--- src/rtl/vga_sync_ctrl_pkg.sv ---
// vga_timing_pkg: shared raster timing types and constants for the pong
// display path.
//   axis_state_t     : per-axis scan region (visible, front porch, sync, back porch)
//   *_DEF constants  : 640x480@60 region lengths
//   axis_total()     : line/frame length from the four region lengths
package vga_timing_pkg;

    typedef enum logic [1:0] {
        VIS  = 2'd0,
        FP   = 2'd1,
        SYNC = 2'd2,
        BP   = 2'd3
    } axis_state_t;

    localparam int unsigned H_VIS_DEF  = 640;
    localparam int unsigned H_FP_DEF   = 16;
    localparam int unsigned H_SYNC_DEF = 96;
    localparam int unsigned H_BP_DEF   = 48;

    localparam int unsigned V_VIS_DEF  = 480;
    localparam int unsigned V_FP_DEF   = 10;
    localparam int unsigned V_SYNC_DEF = 2;
    localparam int unsigned V_BP_DEF   = 33;

    function automatic int unsigned axis_total(input int unsigned vis, input int unsigned fp,
                                               input int unsigned sync, input int unsigned bp);
        return vis + fp + sync + bp;
    endfunction

    localparam int unsigned H_TOTAL_DEF = axis_total(H_VIS_DEF, H_FP_DEF, H_SYNC_DEF, H_BP_DEF);
    localparam int unsigned V_TOTAL_DEF = axis_total(V_VIS_DEF, V_FP_DEF, V_SYNC_DEF, V_BP_DEF);

endpackage

--- src/rtl/vga_sync_ctrl_if.sv ---
// vga_sync_ctrl_if: pixel qualifier in, raster timing out.
//   pix_en                 : pixel advance qualifier (one clk wide)
//   hsync, vsync           : sync outputs, polarity already applied
//   video_on               : inside the visible window
//   x, y                   : current scan position
//   line_start, frame_start: one-clk strobes when x (and y) become 0
// master = timing controller, slave = display/renderer side.
interface vga_sync_ctrl_if;
    logic       pix_en;
    logic       hsync;
    logic       vsync;
    logic       video_on;
    logic [9:0] x;
    logic [9:0] y;
    logic       line_start;
    logic       frame_start;

    modport master (
        input  pix_en,
        output hsync, vsync, video_on, x, y, line_start, frame_start
    );

    modport slave (
        output pix_en,
        input  hsync, vsync, video_on, x, y, line_start, frame_start
    );
endinterface

--- src/rtl/vga_sync_ctrl_axis_timer.sv ---
// vga_axis_timer: one scan axis (horizontal or vertical). Counts 0..TOTAL-1
// on each advance and tracks which region the count is in.
//   clk, rst  : system clock, async active-high reset
//   advance   : step the count by one
//   count     : current position
//   state     : current region
//   in_sync   : state is SYNC
//   active    : state is VIS
//   wrap      : combinational, advance while at TOTAL-1
//
// state | meaning
// VIS   | count in [0, VIS_LEN-1]
// FP    | count in [VIS_LEN, VIS_LEN+FP_LEN-1]
// SYNC  | count in [VIS_LEN+FP_LEN, VIS_LEN+FP_LEN+SYNC_LEN-1]
// BP    | count in [VIS_LEN+FP_LEN+SYNC_LEN, TOTAL-1]; also the reset state
module vga_axis_timer
    import vga_timing_pkg::*;
#(
    parameter int unsigned VIS_LEN  = H_VIS_DEF,
    parameter int unsigned FP_LEN   = H_FP_DEF,
    parameter int unsigned SYNC_LEN = H_SYNC_DEF,
    parameter int unsigned BP_LEN   = H_BP_DEF,
    parameter int unsigned TOTAL    = axis_total(VIS_LEN, FP_LEN, SYNC_LEN, BP_LEN)
) (
    input  logic        clk,
    input  logic        rst,
    input  logic        advance,
    output logic [9:0]  count,
    output axis_state_t state,
    output logic        in_sync,
    output logic        active,
    output logic        wrap
);

    localparam logic [9:0] LAST       = 10'(TOTAL - 1);
    localparam logic [9:0] FP_START   = 10'(VIS_LEN);
    localparam logic [9:0] SYNC_START = 10'(VIS_LEN + FP_LEN);
    localparam logic [9:0] BP_START   = 10'(VIS_LEN + FP_LEN + SYNC_LEN);

    logic [9:0]  count_d, count_q;
    axis_state_t state_d, state_q;

    assign wrap = advance && (count_q == LAST);

    // Region changes are decided on the incoming count so state and count
    // always land together on the same edge.
    always_comb begin
        count_d = count_q;
        state_d = state_q;
        if (wrap) begin
            count_d = '0;
            state_d = VIS;
        end else if (advance) begin
            count_d = count_q + 10'd1;
            if (count_d == FP_START)
                state_d = FP;
            else if (count_d == SYNC_START)
                state_d = SYNC;
            else if (count_d == BP_START)
                state_d = BP;
        end
    end

    always_ff @(posedge clk or posedge rst) begin
        if (rst) begin
            count_q <= LAST;
            state_q <= BP;
        end else begin
            count_q <= count_d;
            state_q <= state_d;
        end
    end

    assign count   = count_q;
    assign state   = state_q;
    assign in_sync = (state_q == SYNC);
    assign active  = (state_q == VIS);

endmodule

--- src/rtl/vga_sync_ctrl.sv ---
// vga_sync_ctrl: raster timing controller. Steps the horizontal axis on each
// pix_en, the vertical axis on each horizontal wrap, and produces sync,
// video window, coordinates and line/frame strobes, all on clk.
//   clk : 100 MHz system clock
//   rst : asynchronous, active-high reset
//   bus : vga_sync_ctrl_if.master (pix_en in, timing outputs out)
module vga_sync_ctrl
    import vga_timing_pkg::*;
#(
    parameter int unsigned H_VIS    = H_VIS_DEF,
    parameter int unsigned H_FP     = H_FP_DEF,
    parameter int unsigned H_SYNC   = H_SYNC_DEF,
    parameter int unsigned H_BP     = H_BP_DEF,
    parameter int unsigned V_VIS    = V_VIS_DEF,
    parameter int unsigned V_FP     = V_FP_DEF,
    parameter int unsigned V_SYNC   = V_SYNC_DEF,
    parameter int unsigned V_BP     = V_BP_DEF,
    parameter logic        SYNC_POL = 1'b0
) (
    input  logic           clk,
    input  logic           rst,
    vga_sync_ctrl_if.master bus
);

    localparam int unsigned H_TOTAL = axis_total(H_VIS, H_FP, H_SYNC, H_BP);
    localparam int unsigned V_TOTAL = axis_total(V_VIS, V_FP, V_SYNC, V_BP);

    logic [9:0]  h_count, v_count;
    axis_state_t h_state, v_state;
    logic        h_in_sync, v_in_sync;
    logic        h_active, v_active;
    logic        h_wrap, v_wrap;

    logic line_start_d, line_start_q;
    logic frame_start_d, frame_start_q;

    vga_axis_timer #(
        .VIS_LEN (H_VIS),
        .FP_LEN  (H_FP),
        .SYNC_LEN(H_SYNC),
        .BP_LEN  (H_BP),
        .TOTAL   (H_TOTAL)
    ) u_h_timer (
        .clk    (clk),
        .rst    (rst),
        .advance(bus.pix_en),
        .count  (h_count),
        .state  (h_state),
        .in_sync(h_in_sync),
        .active (h_active),
        .wrap   (h_wrap)
    );

    vga_axis_timer #(
        .VIS_LEN (V_VIS),
        .FP_LEN  (V_FP),
        .SYNC_LEN(V_SYNC),
        .BP_LEN  (V_BP),
        .TOTAL   (V_TOTAL)
    ) u_v_timer (
        .clk    (clk),
        .rst    (rst),
        .advance(h_wrap),
        .count  (v_count),
        .state  (v_state),
        .in_sync(v_in_sync),
        .active (v_active),
        .wrap   (v_wrap)
    );

    // A wrap on this edge means the counters become 0 on this edge, so the
    // strobes register together with the counters.
    always_comb begin
        line_start_d  = h_wrap;
        frame_start_d = h_wrap && v_wrap;
    end

    always_ff @(posedge clk or posedge rst) begin
        if (rst) begin
            line_start_q  <= 1'b0;
            frame_start_q <= 1'b0;
        end else begin
            line_start_q  <= line_start_d;
            frame_start_q <= frame_start_d;
        end
    end

    // Sync, window and coordinates are direct decodes of the timer flops.
    assign bus.hsync       = h_in_sync ? SYNC_POL : ~SYNC_POL;
    assign bus.vsync       = v_in_sync ? SYNC_POL : ~SYNC_POL;
    assign bus.video_on    = h_active && v_active;
    assign bus.x           = h_count;
    assign bus.y           = v_count;
    assign bus.line_start  = line_start_q;
    assign bus.frame_start = frame_start_q;

    // The visible region must match the coordinate range on both axes.
    a_h_vis_region: assert property (@(posedge clk) disable iff (rst)
        (h_state == VIS) == (h_count < 10'(H_VIS)));
    a_v_vis_region: assert property (@(posedge clk) disable iff (rst)
        (v_state == VIS) == (v_count < 10'(V_VIS)));

endmodule

--- src/flat_wrapper.sv ---
// flat-port wrapper written by rule: the top's interface ports become plain ports
module vga_sync_ctrl_flat import vga_timing_pkg::*;
#(
    parameter int unsigned H_VIS    = H_VIS_DEF,
    parameter int unsigned H_FP     = H_FP_DEF,
    parameter int unsigned H_SYNC   = H_SYNC_DEF,
    parameter int unsigned H_BP     = H_BP_DEF,
    parameter int unsigned V_VIS    = V_VIS_DEF,
    parameter int unsigned V_FP     = V_FP_DEF,
    parameter int unsigned V_SYNC   = V_SYNC_DEF,
    parameter int unsigned V_BP     = V_BP_DEF,
    parameter logic        SYNC_POL = 1'b0
)
  (clk, rst, bus_pix_en, bus_hsync, bus_vsync, bus_video_on, bus_x, bus_y, bus_line_start, bus_frame_start);
  vga_sync_ctrl_if bus_i ();
  input  logic clk;
  input  logic rst;
  input wire logic [$bits(bus_i.pix_en)-1:0] bus_pix_en;
  output wire logic [$bits(bus_i.hsync)-1:0] bus_hsync;
  output wire logic [$bits(bus_i.vsync)-1:0] bus_vsync;
  output wire logic [$bits(bus_i.video_on)-1:0] bus_video_on;
  output wire logic [$bits(bus_i.x)-1:0] bus_x;
  output wire logic [$bits(bus_i.y)-1:0] bus_y;
  output wire logic [$bits(bus_i.line_start)-1:0] bus_line_start;
  output wire logic [$bits(bus_i.frame_start)-1:0] bus_frame_start;
  assign bus_i.pix_en = bus_pix_en;
  assign bus_hsync = bus_i.hsync;
  assign bus_vsync = bus_i.vsync;
  assign bus_video_on = bus_i.video_on;
  assign bus_x = bus_i.x;
  assign bus_y = bus_i.y;
  assign bus_line_start = bus_i.line_start;
  assign bus_frame_start = bus_i.frame_start;
  vga_sync_ctrl #(.H_VIS(H_VIS), .H_FP(H_FP), .H_SYNC(H_SYNC), .H_BP(H_BP), .V_VIS(V_VIS), .V_FP(V_FP), .V_SYNC(V_SYNC), .V_BP(V_BP), .SYNC_POL(SYNC_POL)) u_core (.clk(clk), .rst(rst), .bus(bus_i));
endmodule
--- config.mk ---
export PLATFORM = sky130hd
export DESIGN_NAME = vga_sync_ctrl_flat
export DESIGN_NICKNAME = d
export VERILOG_FILES = /design/src/rtl/vga_sync_ctrl_pkg.sv /design/src/rtl/vga_sync_ctrl_if.sv /design/src/rtl/vga_sync_ctrl_axis_timer.sv /design/src/rtl/vga_sync_ctrl.sv /design/src/flat_wrapper.sv
export SDC_FILE = /design/constraint.sdc
export NUM_CORES = 1
export LEC_CHECK = 0
export BUFFER_PORTS_ARGS = -buffer_cell sky130_fd_sc_hd__buf_2
export CAP_MARGIN = 30
export CORE_MARGIN = 2
export CORE_UTILIZATION = 57
export CTS_BUF_LIST = sky130_fd_sc_hd__clkbuf_16
export DETAILED_ROUTE_END_ITERATION = 10
export MAX_ROUTING_LAYER = met4
export PLACE_DENSITY = 0.85
export SLEW_MARGIN = 20
export SYNTH_ARGS = -nofsm -noshare
export SYNTH_HDL_FRONTEND = slang
export SYNTH_SLANG_ARGS = --single-unit
--- constraint.sdc ---
create_clock -name clk -period 2.5 [get_ports clk]
set_input_delay 0.625 -clock clk [delete_from_list [all_inputs] [get_ports clk]]
set_output_delay 0.625 -clock clk [all_outputs]
set_load 0.01 [all_outputs]
# After elaboration in Yosys (flattened, before gate mapping)

Cells that the tools add are included.

Register bits after elaboration: 26
Logic and storage cells: 46

Add/sub/neg operators: 2
Equal/unequal tests: 10
Mux-type cells: 16
Reductions and logical operators: 12

Operators with widths:

| cell                  | number |
|---|---|
| $eq 10x10->1 const B  | 5 |
| $mux 10               | 4 |
| $eq 10x9->1 const B   | 3 |
| $add 10x1->10 const B | 2 |
| $mux 2                | 10 |
| $reduce_bool 4->1     | 2 |
| $eq 2x2->1 const B    | 2 |
| $logic_and 1x1->1     | 4 |
| $logic_not 2->1       | 2 |
| $reduce_and 2->1      | 2 |
| $reduce_bool 2->1     | 2 |
| $mux 1                | 2 |

# Depth between registers and ports, before layout

Depth in word-level cells: 7
Depth in mapped cells: 9

# Hierarchy

A second synthesis with hierarchy kept.

Cells, all modules: 231
Area total of the unflattened synthesis: 2039.5 um2

By module, submodules not included:

| module                            | instances | cells an instance | area each (um2) | sequential area each (um2) |
|---|---|---|---|---|
| vga_axis_timer (u_core.u_h_timer) | 1         | 105               | 1004.7          | 311.5 |
| vga_axis_timer (u_core.u_v_timer) | 1         | 119               | 960.9           | 306.5 |
| vga_sync_ctrl                     | 1         | 7                 | 73.8            | 50.0 |

# Worst setup path after synthesis

OpenSTA, ideal clock, no wires.

Path type: flip-flop to flip-flop
From: register u_core.u_v_timer.count_q[1] (netlist: u_core.u_v_timer.count[1])
To: register u_core.u_v_timer.state_q[0] (netlist: u_core.u_v_timer.state[0])
Setup time: 85 ps
Arrival time: 2035 ps
Data required time: 2415 ps
Path slack: 381 ps
Stages on the path, launching flop included: 8
Path buffers: 1
Clock period less this slack: 2119 ps
Cell sequence: dfrtp_1 ha_1 buf_2 or4b_2 nand4_1 nand4_1 a21oi_1 o22ai_1

Word-level cells in the longest chain between the ends: 6
Elaborated cells between the ends (all ways): 13

Ends and longest elaborated chain:

| what                   | RTL line                       | source |
|---|---|---|
| from (decl)            | vga_sync_ctrl_axis_timer.sv:40 | `logic [9:0] count_d, count_q;` |
| from (signal assigned) | vga_sync_ctrl_axis_timer.sv:69 | `count_q <= count_d;` |
| $add 10x1->10          | vga_sync_ctrl_axis_timer.sv:54 | `count_d = count_q + 10'd1;` |
| $eq 10x9->1            | vga_sync_ctrl_axis_timer.sv:57 | `else if (count_d == SYNC_START)` |
| $mux 2                 | vga_sync_ctrl_axis_timer.sv:57 |  |
| $mux 2                 | vga_sync_ctrl_axis_timer.sv:55 | `if (count_d == FP_START)` |
| $mux 2                 | vga_sync_ctrl_axis_timer.sv:53 | `end else if (advance) begin` |
| $mux 2                 | vga_sync_ctrl_axis_timer.sv:50 | `if (wrap) begin` |
| to (signal assigned)   | vga_sync_ctrl_axis_timer.sv:70 | `state_q <= state_d;` |
| to (decl)              | vga_sync_ctrl_axis_timer.sv:41 | `axis_state_t state_d, state_q;` |

Parallel ways exist; a longest one is shown, timed or not. The select of a mux whose other input is x is not followed.
A chain may end at the register's enable or synchronous reset.

# Worst setup path in the final report

From: register u_core.u_h_timer.count_q[0] (netlist: u_core.u_h_timer.count[0])
To: register u_core.u_h_timer.state_q[0] (netlist: u_core.u_h_timer.state[0])

Word-level cells in the longest chain between the ends: 6
Elaborated cells between the ends (all ways): 13

Ends and longest elaborated chain:

| what                   | RTL line |
|---|---|
| from (decl)            | vga_sync_ctrl_axis_timer.sv:40 |
| from (signal assigned) | vga_sync_ctrl_axis_timer.sv:69 |
| $add 10x1->10          | vga_sync_ctrl_axis_timer.sv:54 |
| $eq 10x10->1           | vga_sync_ctrl_axis_timer.sv:57 |
| $mux 2                 | vga_sync_ctrl_axis_timer.sv:57 |
| $mux 2                 | vga_sync_ctrl_axis_timer.sv:55 |
| $mux 2                 | vga_sync_ctrl_axis_timer.sv:53 |
| $mux 2                 | vga_sync_ctrl_axis_timer.sv:50 |
| to (signal assigned)   | vga_sync_ctrl_axis_timer.sv:70 |
| to (decl)              | vga_sync_ctrl_axis_timer.sv:41 |

Parallel ways exist; a longest one is shown, timed or not. The select of a mux whose other input is x is not followed.

==> impl_metrics.py <==
metrics = {
    "placement": {
        "io_buffer_count": 27,
        "dp.cells": 281,
        "dpl.hpwl_mm": 2.87,
        "dpl_cell_area_mm2": 0.00200,
        "routabilityCongestion": 0.932,
    },
    "floorplan": {
        "dieArea_mm2": 0.00370,
        "rows": 20,
        "fp.dieH_um": 60.9,
        "design.core.area_mm2": 0.00305,
        "io_pins": 28,
        "initial_utilization_pct": 60.4,
        "die_x_um": 60.9,
    },
    "clock_network": {
        "cts_tree": "built",
        "post-cts-setup-buffer-count": 0,
        "htreeDepth": 1,
        "cts_resized": 0,
        "insertion_delay_ns": 0.25,
        "holdBufCountCts": 0,
        "clk_pin_slew_ns": 0.06,
        "cts-buffers-inserted": 3,
        "cts.sinks": 26,
        "clk_root_buffer_cell": "clkbuf_16",
        "cts_buffer_depth": 2,
    },
    "drt": {
        "first_pass_iters": 4,
        "routed_wl_mm": 3.97,
        "drc": 0,
        "vias": 1723,
        "viasPerCell": 6.05,
        "ant_nets": 0,
        "drt_iter0_markers": 107,
        "wl_per_cell_um": 13.9,
    },
    "grt": {
        "grt_use_total_pct": 24.8,
        "grt_max_degree": 27,
        "grt_pass1_vias": 1433,
        "grt_pass1_wl_mm": 6.69,
        "grt_antenna_before_repair": 0,
        "overflow": 0,
    },
    "timing": {
        "finalHoldViolations": 0,
        "period_minus_slack_ns": 2.24,
        "max_slew_margin_pct": 58.7,
        "setup_viol": 0,
        "maxSlewViolCount": 0,
        "fin_tns_setup_ns": 0,
        "worst_pin_slew_ns": 0.615,
        "rsz0062_at_grt": "false",
        "finClkSkew_ns": 0.00159,
        "clock.fmax_ghz": 0.446,
        "finalCritPeriodShare_pct": 89.7,
    },
    "status": {
        "run_status": "complete, no violations",
    },
    "setup_path": {
        "crit_fanout": 8,
        "r2r_slack_ns": 0.26,
        "worstPathRequired_ns": 2.69,
        "critPathLaunchType": "register",
        "worstReg2RegStart": "u_core.u_h_timer.count[0]",
        "arrival_ns": 2.43,
        "path_class": "register to register",
        "r2r_cells": 7,
        "reg2reg_to": "u_core.u_h_timer.state[0]",
        "cp-end-kind": "register",
    },
    "final_layout": {
        "layout_commonest_cell": "nand2_1",
        "final_nets": 251,
        "stdcell_count": 285,
        "drive_gt1_share_pct": 24.9,
        "diodes": 0,
        "area_growth_pct": 12.6,
        "fin_area_mm2": 0.00208,
        "layout_common_cells": "nand2_1, buf_2, o21ai_0",
    },
    "logic_synthesis": {
        "postSynth.asyncResetShare_pct": 100,
        "yosysUniqueCellTypes": 49,
        "ys_ff_latch": 26,
        "syn_nets": 229,
        "synth_flop_cell": "dfstp_2",
        "yosysSeqAreaShare_pct": 36.3,
        "syn-cell-area_mm2": 0.00184,
        "synth.avg_cell_area_um2": 8.38,
        "synth_edf_count": 0,
        "ys_warn_count": 0,
        "syn_inst": 220,
    },
    "power": {
        "power_density_mw_per_mm2": 570,
        "p_leak_nw": 0.891,
        "vdd_drop_max_uv": 263,
    },
    "flow_run": {
        "maxCapViolCount": 0,
    },
    "worst_hold_path": {
        "hold_class": "primary input to asynchronous set/reset pin",
    },
}
==> synthesized netlist by cell type, drive strengths merged (3+ instances only) <==
| cell type | n | area share [%] |
|---|---|---|
| nand2 | 34 | 6.9 |
| o21ai | 21 | 5.7 |
| dfstp | 14 | 20 |
| dfrtp | 12 | 16 |
| buf | 11 | 3.8 |
| nor2 | 10 | 2.0 |
| nand3 | 9 | 2.4 |
| nand4 | 9 | 3.1 |
| a21oi | 8 | 2.2 |
| and3 | 8 | 2.7 |
| inv | 8 | 1.6 |
| xnor2 | 8 | 3.8 |
| clkbuf | 7 | 1.4 |
| ha | 6 | 4.1 |
| nor3 | 4 | 1.1 |
| o22ai | 4 | 1.4 |
| nand2b | 3 | 1.0 |
| nand4b | 3 | 1.4 |
| o31ai | 3 | 1.2 |
==> power breakdown <==
| group | internal [mW] | switching, mW | total [mW] |
|---|---|---|---|
| registers | 0.492 | 0.114 | 0.607 |
| logic | 0.107 | 0.121 | 0.228 |
| clock network | 0.214 | 0.135 | 0.349 |
==> layout make-up <==
| type | count | area (µm²) |
|---|---|---|
| Fill cell | 260 | 977 |
| Timing Repair Buffer | 35 | 195 |
| Multi-Input combinational cell | 168 | 1050 |
| Clock inverter | 1 | 3.75 |
| Inverter | 8 | 30.0 |
| Clock buffer | 3 | 75.1 |
| Sequential cell | 26 | 668 |
| Tap cell | 44 | 55.1 |
==> how the worst max path moves through the flow <==
stage | from | slack, ns | end | cells past startpoint
2_1_floorplan | u_core.u_v_timer.count[1] | 0.38 | u_core.u_v_timer.state[0] | 7
3_3_place_gp | u_core.u_h_timer.count[0] | 0.34 | u_core.u_h_timer.state[1] | 7
3_5_place_dp | u_core.u_h_timer.count[0] | 0.28 | u_core.u_h_timer.state[1] | 7
4_1_cts | u_core.u_h_timer.count[0] | 0.27 | u_core.u_h_timer.state[1] | 7
5_1_grt | u_core.u_h_timer.count[0] | 0.05 | u_core.u_h_timer.state[0] | 7
6_report | u_core.u_h_timer.count[0] | 0.26 | u_core.u_h_timer.state[0] | 7
==> registers in the layout (all words and copies together), names as in the netlist <==
name                    cells
u_core.u_v_timer.state      2
u_core.u_h_timer.count     10
u_core.bus.line_start       1
u_core.bus.frame_start      1
u_core.u_v_timer.count     10
u_core.u_h_timer.state      2
==> worst max-delay path, stage by stage, from the launching register on <==
cell and delay, ns:
dfstp_2 0.60, ha_1 0.31, and2_1 0.19, nand2_1 0.12, o22ai_1 0.18, nand3_1 0.10
or3_1 0.40, o221a_2 0.27
==> cells by family (layout without fill, tap and decap cells) <==
| logic type | after synthesis | in the layout | share of synthesized area, % |
|---|---|---|---|
| AO/OA/AOI/OAI | 51 | 51 | 17.4 |
| XOR/XNOR | 10 | 10 | 4.75 |
| adder cells (fa/ha/maj) | 6 | 6 | 4.07 |
| buffers and inverters | 26 | 47 | 6.86 |
| flip-flops | 26 | 26 | 36.3 |
| multiplexers | 1 | 1 | 0.543 |
| AND/OR/NAND/NOR | 100 | 100 | 30.1 |
==> stage by stage <==
stage,setup slack [ns],hold slack [ns],power [mW],utilization (%)
after detailed placement,0.283,0.490,0.838,65.4
after global placement,0.336,0.492,0.835,65.4
after CTS,0.268,0.416,1.19,68.0
after floorplan,0.381,0.465,0.765,-
after global routing,0.0459,0.456,1.26,68.0
final,0.257,0.402,1.18,68.0
==> routing by layer <==
layer | global-route usage (%) | share of wire [%] | vias up
met5 | - | 0 | -
met4 | 6.21 | 0.50 | 0
met3 | 4.26 | 6.2 | 4
met2 | 35.6 | 45 | 67
met1 | 36.0 | 48 | 809
li1 | - | - | 843
No activity file was read; power rests on OpenSTA's default activity.
